--- src/rtl/mem_port_sched.sv ---
// mem_port_sched: arbitrates the single data-memory port and its TLB between
// instruction fetch (IF) and load/store (LS). After reset it issues one TLB
// base-latch cycle. It then grants one requester per access, checks the range
// and alignment before touching memory, and returns one response per access.
//
// Handshake: a requester raises _xx_req and holds its address and data until
// xx_gnt_ is seen high in an IDLE cycle. The response (xx_rvalid_ with rdata
// and fault) is a one-cycle pulse in the following cycle. No new grant is
// given while a response is being returned, so at most one access is
// outstanding at any time.
module mem_port_sched #(
    parameter int          MEM_SLOTS_COUNT = 32,
    parameter logic [31:0] BASE_VPTR       = 32'h0000_0000
) (
    input  logic                               _clk,
    input  logic                               _reset_n,
    input  logic                               _if_req,
    input  logic [31:0]                        _if_vptr,
    output logic                               if_gnt_,
    output logic                               if_rvalid_,
    output logic [31:0]                        if_rdata_,
    output logic                               if_fault_,
    input  logic                               _ls_req,
    input  logic                               _ls_we,
    input  logic [31:0]                        _ls_vptr,
    input  logic [31:0]                        _ls_wdata,
    input  logic [3:0]                         _ls_be,
    output logic                               ls_gnt_,
    output logic                               ls_rvalid_,
    output logic [31:0]                        ls_rdata_,
    output logic                               ls_fault_,
    output logic                               tlb_init_,
    output logic [31:0]                        tlb_vptr_,
    input  logic [$clog2(MEM_SLOTS_COUNT)-1:0] _tlb_slot,
    output logic                               mem_en_,
    output logic                               mem_we_,
    output logic [3:0]                         mem_be_,
    output logic [$clog2(MEM_SLOTS_COUNT)-1:0] mem_slot_,
    output logic [31:0]                        mem_wdata_,
    input  logic [31:0]                        _mem_rdata,
    output logic [1:0]                         fsm_state_
);

    localparam int          SW   = $clog2(MEM_SLOTS_COUNT);
    localparam logic [31:0] SPAN = 32'(MEM_SLOTS_COUNT * 4);

    typedef enum logic [1:0] {
        ST_INIT = 2'd0,
        ST_IDLE = 2'd1,
        ST_RESP = 2'd2
    } state_t;

    state_t      state;
    logic        last_ls;     // 1 when the most recent grant went to LS
    logic        resp_if;
    logic        resp_ls;
    logic        resp_fault;
    logic        resp_store;

    logic        init_active;
    logic        idle;
    logic        pick_ls;
    logic        gnt_if;
    logic        gnt_ls;
    logic        granted;
    logic [31:0] sel_vptr;
    logic [31:0] off;
    logic        bad;
    logic        access;
    logic        store;

    // The base latch is gated with reset so every output reads 0 while reset is held.
    assign init_active = (state == ST_INIT) && _reset_n;
    assign idle        = (state == ST_IDLE);

    // A tie goes to LS unless LS was the last one served.
    assign pick_ls  = _ls_req && (!_if_req || !last_ls);
    assign gnt_ls   = idle && pick_ls;
    assign gnt_if   = idle && _if_req && !pick_ls;
    assign granted  = gnt_if || gnt_ls;
    assign sel_vptr = pick_ls ? _ls_vptr : _if_vptr;

    // The offset wraps, so an address below the base becomes huge and fails the range test.
    assign off    = sel_vptr - BASE_VPTR;
    assign bad    = (off[1:0] != 2'b00) || (off >= SPAN);
    assign access = granted && !bad;
    assign store  = gnt_ls && _ls_we;

    assign if_gnt_    = gnt_if;
    assign ls_gnt_    = gnt_ls;
    assign tlb_init_  = init_active;
    assign tlb_vptr_  = init_active ? BASE_VPTR : (granted ? sel_vptr : 32'h0);
    assign mem_en_    = access;
    assign mem_we_    = access && store;
    assign mem_be_    = access ? (store ? _ls_be : 4'hF) : 4'h0;
    assign mem_slot_  = access ? _tlb_slot : {SW{1'b0}};
    assign mem_wdata_ = access ? _ls_wdata : 32'h0;
    assign fsm_state_ = state;

    // The response flags are only ever set during RESP, so they double as the valid strobes.
    assign if_rvalid_ = resp_if;
    assign if_fault_  = resp_if && resp_fault;
    assign if_rdata_  = (resp_if && !resp_fault) ? _mem_rdata : 32'h0;
    assign ls_rvalid_ = resp_ls;
    assign ls_fault_  = resp_ls && resp_fault;
    assign ls_rdata_  = (resp_ls && !resp_fault && !resp_store) ? _mem_rdata : 32'h0;

    // Sequencer: one init cycle, then alternate between grant (IDLE) and response (RESP).
    always_ff @(posedge _clk or negedge _reset_n) begin
        if (!_reset_n) begin
            state      <= ST_INIT;
            last_ls    <= 1'b0;
            resp_if    <= 1'b0;
            resp_ls    <= 1'b0;
            resp_fault <= 1'b0;
            resp_store <= 1'b0;
        end else begin
            case (state)
                ST_INIT: state <= ST_IDLE;
                ST_IDLE: begin
                    if (granted) begin
                        state      <= ST_RESP;
                        last_ls    <= gnt_ls;
                        resp_if    <= gnt_if;
                        resp_ls    <= gnt_ls;
                        resp_fault <= bad;
                        resp_store <= store;
                    end
                end
                ST_RESP: begin
                    state      <= ST_IDLE;
                    resp_if    <= 1'b0;
                    resp_ls    <= 1'b0;
                    resp_fault <= 1'b0;
                    resp_store <= 1'b0;
                end
                default: state <= ST_INIT;
            endcase
        end
    end

endmodule

--- config.mk ---
export PLATFORM = sky130hd
export DESIGN_NAME = mem_port_sched
export DESIGN_NICKNAME = d
export VERILOG_FILES = /design/src/rtl/mem_port_sched.sv
export SDC_FILE = /design/constraint.sdc
export NUM_CORES = 1
export LEC_CHECK = 0
export CORE_AREA = 2 2 114 116
export DETAILED_ROUTE_END_ITERATION = 16
export DIE_AREA = 0 0 116 118
export GPL_ROUTABILITY_DRIVEN = 0
export HOLD_SLACK_MARGIN = 0.02
export PLACE_DENSITY_LB_ADDON = 0.2
export SYNTH_ARGS = -nofsm -noshare
export SYNTH_HDL_FRONTEND = slang
export SYNTH_SLANG_ARGS = --single-unit
--- constraint.sdc ---
create_clock -name _clk -period 2.4 [get_ports _clk]
set_clock_uncertainty 0.05 [all_clocks]
set_input_delay 0.48 -clock _clk [delete_from_list [all_inputs] [get_ports _clk]]
set_output_delay 0.48 -clock _clk [all_outputs]
set_load 0.02 [all_outputs]
[After elaboration in Yosys (flattened, before gate mapping)]
Index checks and enable logic that the tools add are counted.
Widths: inputs -> output; s select.
Storage, ports and cells
  output and inout port bits: 148
  latch bits: 0
  memories: 0
  bits in registers: 7
  ROM bits: 0
  RAM bits: 0
Operators by class
  add/sub/neg operators: 0
  shift-type cells: 0
  muxes and demuxes: 19
  multiply operators: 0
  order comparisons: 1
  div/mod/pow operators: 0
  bitwise operators: 0
  equal/unequal tests: 3
  reduce and logical (&&, ||, !) cells: 28
Operators by type and width (number)
  $mux 32: 6
  $ge 32x8->1 const B: 1
  $logic_and 1x1->1: 13
  $mux 4: 2
  $pmux 1 s2: 4
  $logic_not 1->1: 6
  $mux 5: 1
  $mux 1: 4
  $pmux 2 s2: 1
  $reduce_and 2->1: 2
  $reduce_bool 2->1: 2
  $logic_or 1x1->1: 3
  $eq 2x1->1 const B: 1
  $eq 2x2->1 const B: 1
  $logic_not 2->1: 1
  $mux 2: 1
  $ne 2x1->1 const B: 1
  $reduce_or 2->1: 1

[Depth between registers and ports, before layout]
  word-level depth: 9
  depth in mapped cells: 7

[Least setup slack after synthesis]
Ideal clock, no wire load.
  path type: reg-to-output
  start: reg state[0] (netlist: fsm_state_[0])
  end: out mem_slot_[0]
  stages on the path, launching flop included: 8
  slack: -0.067 ns
  buffers on the path: 3
  data required time: 1.870 ns
  arrival time: 1.937 ns
  path through: dfrtp_1 buf_4 nor2b_4 nand3_1 or4_1 buf_6 buf_8 a21boi_2
On the way
  word-level cells in the longest chain between the ends: 6
  elaborated cells between the ends (all ways): 7
  classes of those cells: eq/ne: 1; mux: 1; reduce/logical: 5
Ends and longest elaborated chain
  start: declaration: line 53  | state_t state;
  start signal: assignment: line 111  | state <= ST_INIT;
  start signal: assignment: line 119  | ST_INIT: state <= ST_IDLE;
  start signal: assignment: line 122  | state <= ST_RESP;
  $eq 2x1->1 (*): line 74  | assign idle = (state == ST_IDLE);
  $logic_and 1x1->1 (2 in series): line 79  | assign gnt_if = idle && _if_req && !pick_ls;
  $logic_or 1x1->1 (*): line 80  | assign granted = gnt_if || gnt_ls;
  $logic_and 1x1->1 (*): line 86  | assign access = granted && !bad;
  $mux 5 (*): line 96  | assign mem_slot_ = access ? _tlb_slot : {SW{1'b0}};
  end: declaration: line 38  | output logic [$clog2(MEM_SLOTS_COUNT)-1:0] mem_slot_,
Every way passes the cells marked *; elsewhere a longest branch is shown, timed or not.

[Final worst setup path]
  start: in _if_vptr[31]
  end: out mem_wdata_[8]
On the way
  word-level cells in the longest chain between the ends: 6
Ends and longest elaborated chain
  start: declaration: line 18  | input logic [31:0] _if_vptr,
  $mux 32: line 81  | assign sel_vptr = pick_ls ? _ls_vptr : _if_vptr;
  $ge 32x8->1: line 85  | assign bad = (off[1:0] != 2'b00) || (off >= SPAN);
  $logic_or 1x1->1: line 85
  $logic_not 1->1: line 86
  $logic_and 1x1->1: line 86
  $mux 32: line 97  | assign mem_wdata_ = access ? _ls_wdata : 32'h0;
  end: declaration: line 39  | output logic [31:0] mem_wdata_,
Every way passes these cells.

==> flow_metrics.py <==
metrics = {
    "route": {
        "drt_iter0_drc": 103,
        "via_count": 3392,
        "wl_per_cell_um": 15.9,
        "wl_um": 12600,
        "drtPass1Iterations": 5,
        "routed_via_density": 4.28,
        "postRouteAntennaNets": 0,
        "post-route-drc-count": 0,
    },
    "power": {
        "leakage_nw": 2.90,
        "fin_total_pwr_w": 0.00246,
        "vdd_drop_max_v": 0.000222,
        "pwr_density_cell_mw_per_mm2": 414,
    },
    "die": {
        "dieWidth_um": 116,
        "die-area_mm2": 0.0137,
        "fp.dieH_um": 118,
        "start_util_pct": 15.5,
        "num_io_pins": 290,
        "rows": 41,
        "core-area_mm2": 0.0124,
    },
    "placed_design": {
        "post-place-cells": 765,
        "placed_area_mm2": 0.00540,
        "portBuffers": 289,
        "dp_hpwl_um": 9410,
    },
    "global_routing": {
        "grt_busiest_layer": "met2",
        "use_met3_pct": 4.48,
        "grt_util_met2_pct": 33.8,
        "grt_pass1_vias": 3422,
        "grt_overflow": 0,
        "grt_use_total_pct": 17.3,
        "antenna_found_initial": 0,
        "grt_pass1_wl_um": 18700,
        "grt_max_degree": 34,
        "met1_usage_pct": 17.5,
    },
    "critical_path": {
        "critPathMaxStageDelay_ps": 500,
        "crit_arrival_ps": 2180,
        "cp_cell_sequence": "clkdlybuf4s15_1 > nor4_4 > nand4_1 > or4_4 > buf_12 > buf_16 > a21boi_2 > buf_6",
        "critPathLaunchType": "input pin",
        "rr_worst_depth": 8,
        "cp_max_fo": 5,
        "critPathSlowestCell": "or4_4",
        "path_class": "input pin to output port",
        "cp.required_ps": 1870,
        "r2r_start": "fsm_state_[1]",
        "rr_endpoint": "resp_fault",
        "worstSetupEndpointType": "output port",
        "crit_path_start": "_if_vptr[31]",
        "r2r_slack_ps": 500,
    },
    "finish": {
        "stdcell_count": 793,
        "area_growth_pct": 209,
        "final_common_cell": "clkdlybuf4s50_1",
        "nets": 764,
        "fillerInstances": 1259,
        "layout_common_cells": "122 x clkdlybuf4s50_1, 70 x nand2_1, 66 x and2_1",
        "final_layout_size_suffix_gt1_share_pct": 37.8,
        "num_antenna_cells": 0,
        "design_area_mm2": 0.00596,
    },
    "timing": {
        "rsz0062_at_grt": "yes",
        "final_max_slew_viol_count": 0,
        "fmax_mhz": 369,
        "slew_headroom_pct": 83.4,
        "worst_pin_slew_ps": 249,
        "fin_ws_ps": -310,
        "finalSetupViolations": 42,
        "layout_min_cycle_time_ps": 2710,
        "min_period_over_period_pct": 113,
        "hold_viol_final": 0,
    },
    "cts": {
        "root_buffer": "clkbuf_16",
        "clkLatencyLatePin_ps": 230,
        "clock_sinks": 7,
        "holdBufCountCts": 0,
        "cts_tree": "built",
        "clockBufferDepth": 2,
        "cts_made_buffers": 3,
        "cts.clk_slew.worst_paths_ps": 30,
        "htree_num_levels": 1,
    },
    "synthesis": {
        "syn_inst": 298,
        "yosysSeqAreaShare_pct": 9.10,
        "synth_nets": 440,
        "synth_seq_cells": 7,
        "async_flop_share_pct": 100,
        "synth_ff_type": "dfrtp_1",
        "yosysWarnings": 0,
        "synthesis.area_mm2": 0.00193,
        "synth_cell_type_count": 31,
        "avgSynthCellArea_um2": 6.46,
        "synth_edf_count": 0,
    },
    "worst_hold_path": {
        "holdCritPathClass": "input pin to asynchronous set/reset pin",
    },
    "job": {
        "maxCapViolCount": 0,
    },
    "status": {
        "status": "complete, but fails checks",
        "violations": "setup timing",
    },
}
registers in the layout, summed over array words and instances, names as in the netlist:
| register | cells |
|---|---|
| fsm_state_ | 2 |
| if_rvalid_ | 1 |
| last_ls | 1 |
| ls_rvalid_ | 1 |
| resp_fault | 1 |
| resp_store | 1 |
worst max-delay path by stage:
stage	end	slack (ps)	cells past startpoint
floorplan	mem_slot_[4]	-60	5
global placement	mem_wdata_[29]	-1230	8
detailed placement	mem_wdata_[22]	-1250	8
CTS	mem_wdata_[30]	-300	9
global route	mem_wdata_[6]	-370	9
finish	mem_wdata_[8]	-310	8
where the power goes:
group	total (W)	internal [W]	switching [W]	leakage, nW
sequential	0.000224	0.000170	0.0000539	0.0838
clock	0.000280	0.000221	0.0000597	0.0382
combinational	0.00196	0.000952	0.00101	2.78
cells by family after synthesis:
group | share of synthesized area (%)
and+or+nand+nor | 48.0
buffers and inverters | 8.71
AOI/OAI and AO/OA | 33.7
muxes | 0.520
DFF | 9.10
through the flow:
stage	hold WS, ps	utilization (%)	setup TNS, ps	setup slack (ps)
floorplan	134	-	-930	-64.3
global placement	495	43.5	-68950	-1230
detailed placement	498	43.5	-69770	-1250
CTS	503	48.0	-11380	-302
global route	520	48.0	-13240	-374
finish	507	48.0	-10240	-310
layer usage:
layer | wire length (µm) | part of all wire (%)
met1 | 4260 | 34
met2 | 6770 | 54
met3 | 1310 | 10
met4 | 259 | 2.1
met5 | 0 | 0
layout make-up:
type	instances	area (µm²)	share of cell area, %
repair buffers	345	3470	58.3
multi-input cells	262	2000	33.6
well taps	172	215	3.61
flip-flops and latches	7	176	2.96
clock buffers	4	78.8	1.32
inverters	3	11.3	0.189
cells in the mapped netlist, types with 3 or more instances:
library cell | number | area [µm²]
nand2_1 | 72 | 270
nand2b_1 | 3 | 18.8
a21boi_1 | 3 | 22.5
nor2_1 | 8 | 30.0
nor4_1 | 10 | 62.6
or4_1 | 3 | 22.5
clkbuf_1 | 15 | 56.3
a21boi_2 | 35 | 394
a21oi_1 | 32 | 160
o21ai_1 | 4 | 20.0
and2_1 | 66 | 413
buf_2 | 5 | 25.0
dfrtp_1 | 7 | 175
inv_1 | 3 | 11.3
o21ai_0 | 6 | 30.0
nand3_1 | 3 | 15.0
buf_8 | 3 | 45.0
worst max-delay path: cells and delay by family:
family          cells  cell delay, ps
compound gates      1             160
simple gates        3             840
buf+inv             4             690
repair_timing:
| item | in CTS | in global routing |
|---|---|---|
| buffers inserted | 12 | 2 |
| pin swaps | 44 | 8 |
| resized for setup | 576 | 61 |
| cloned | 13 | 0 |
| endpoints found under the setup margin | 100 | 108 |
(Power assumes the default switching activity.)
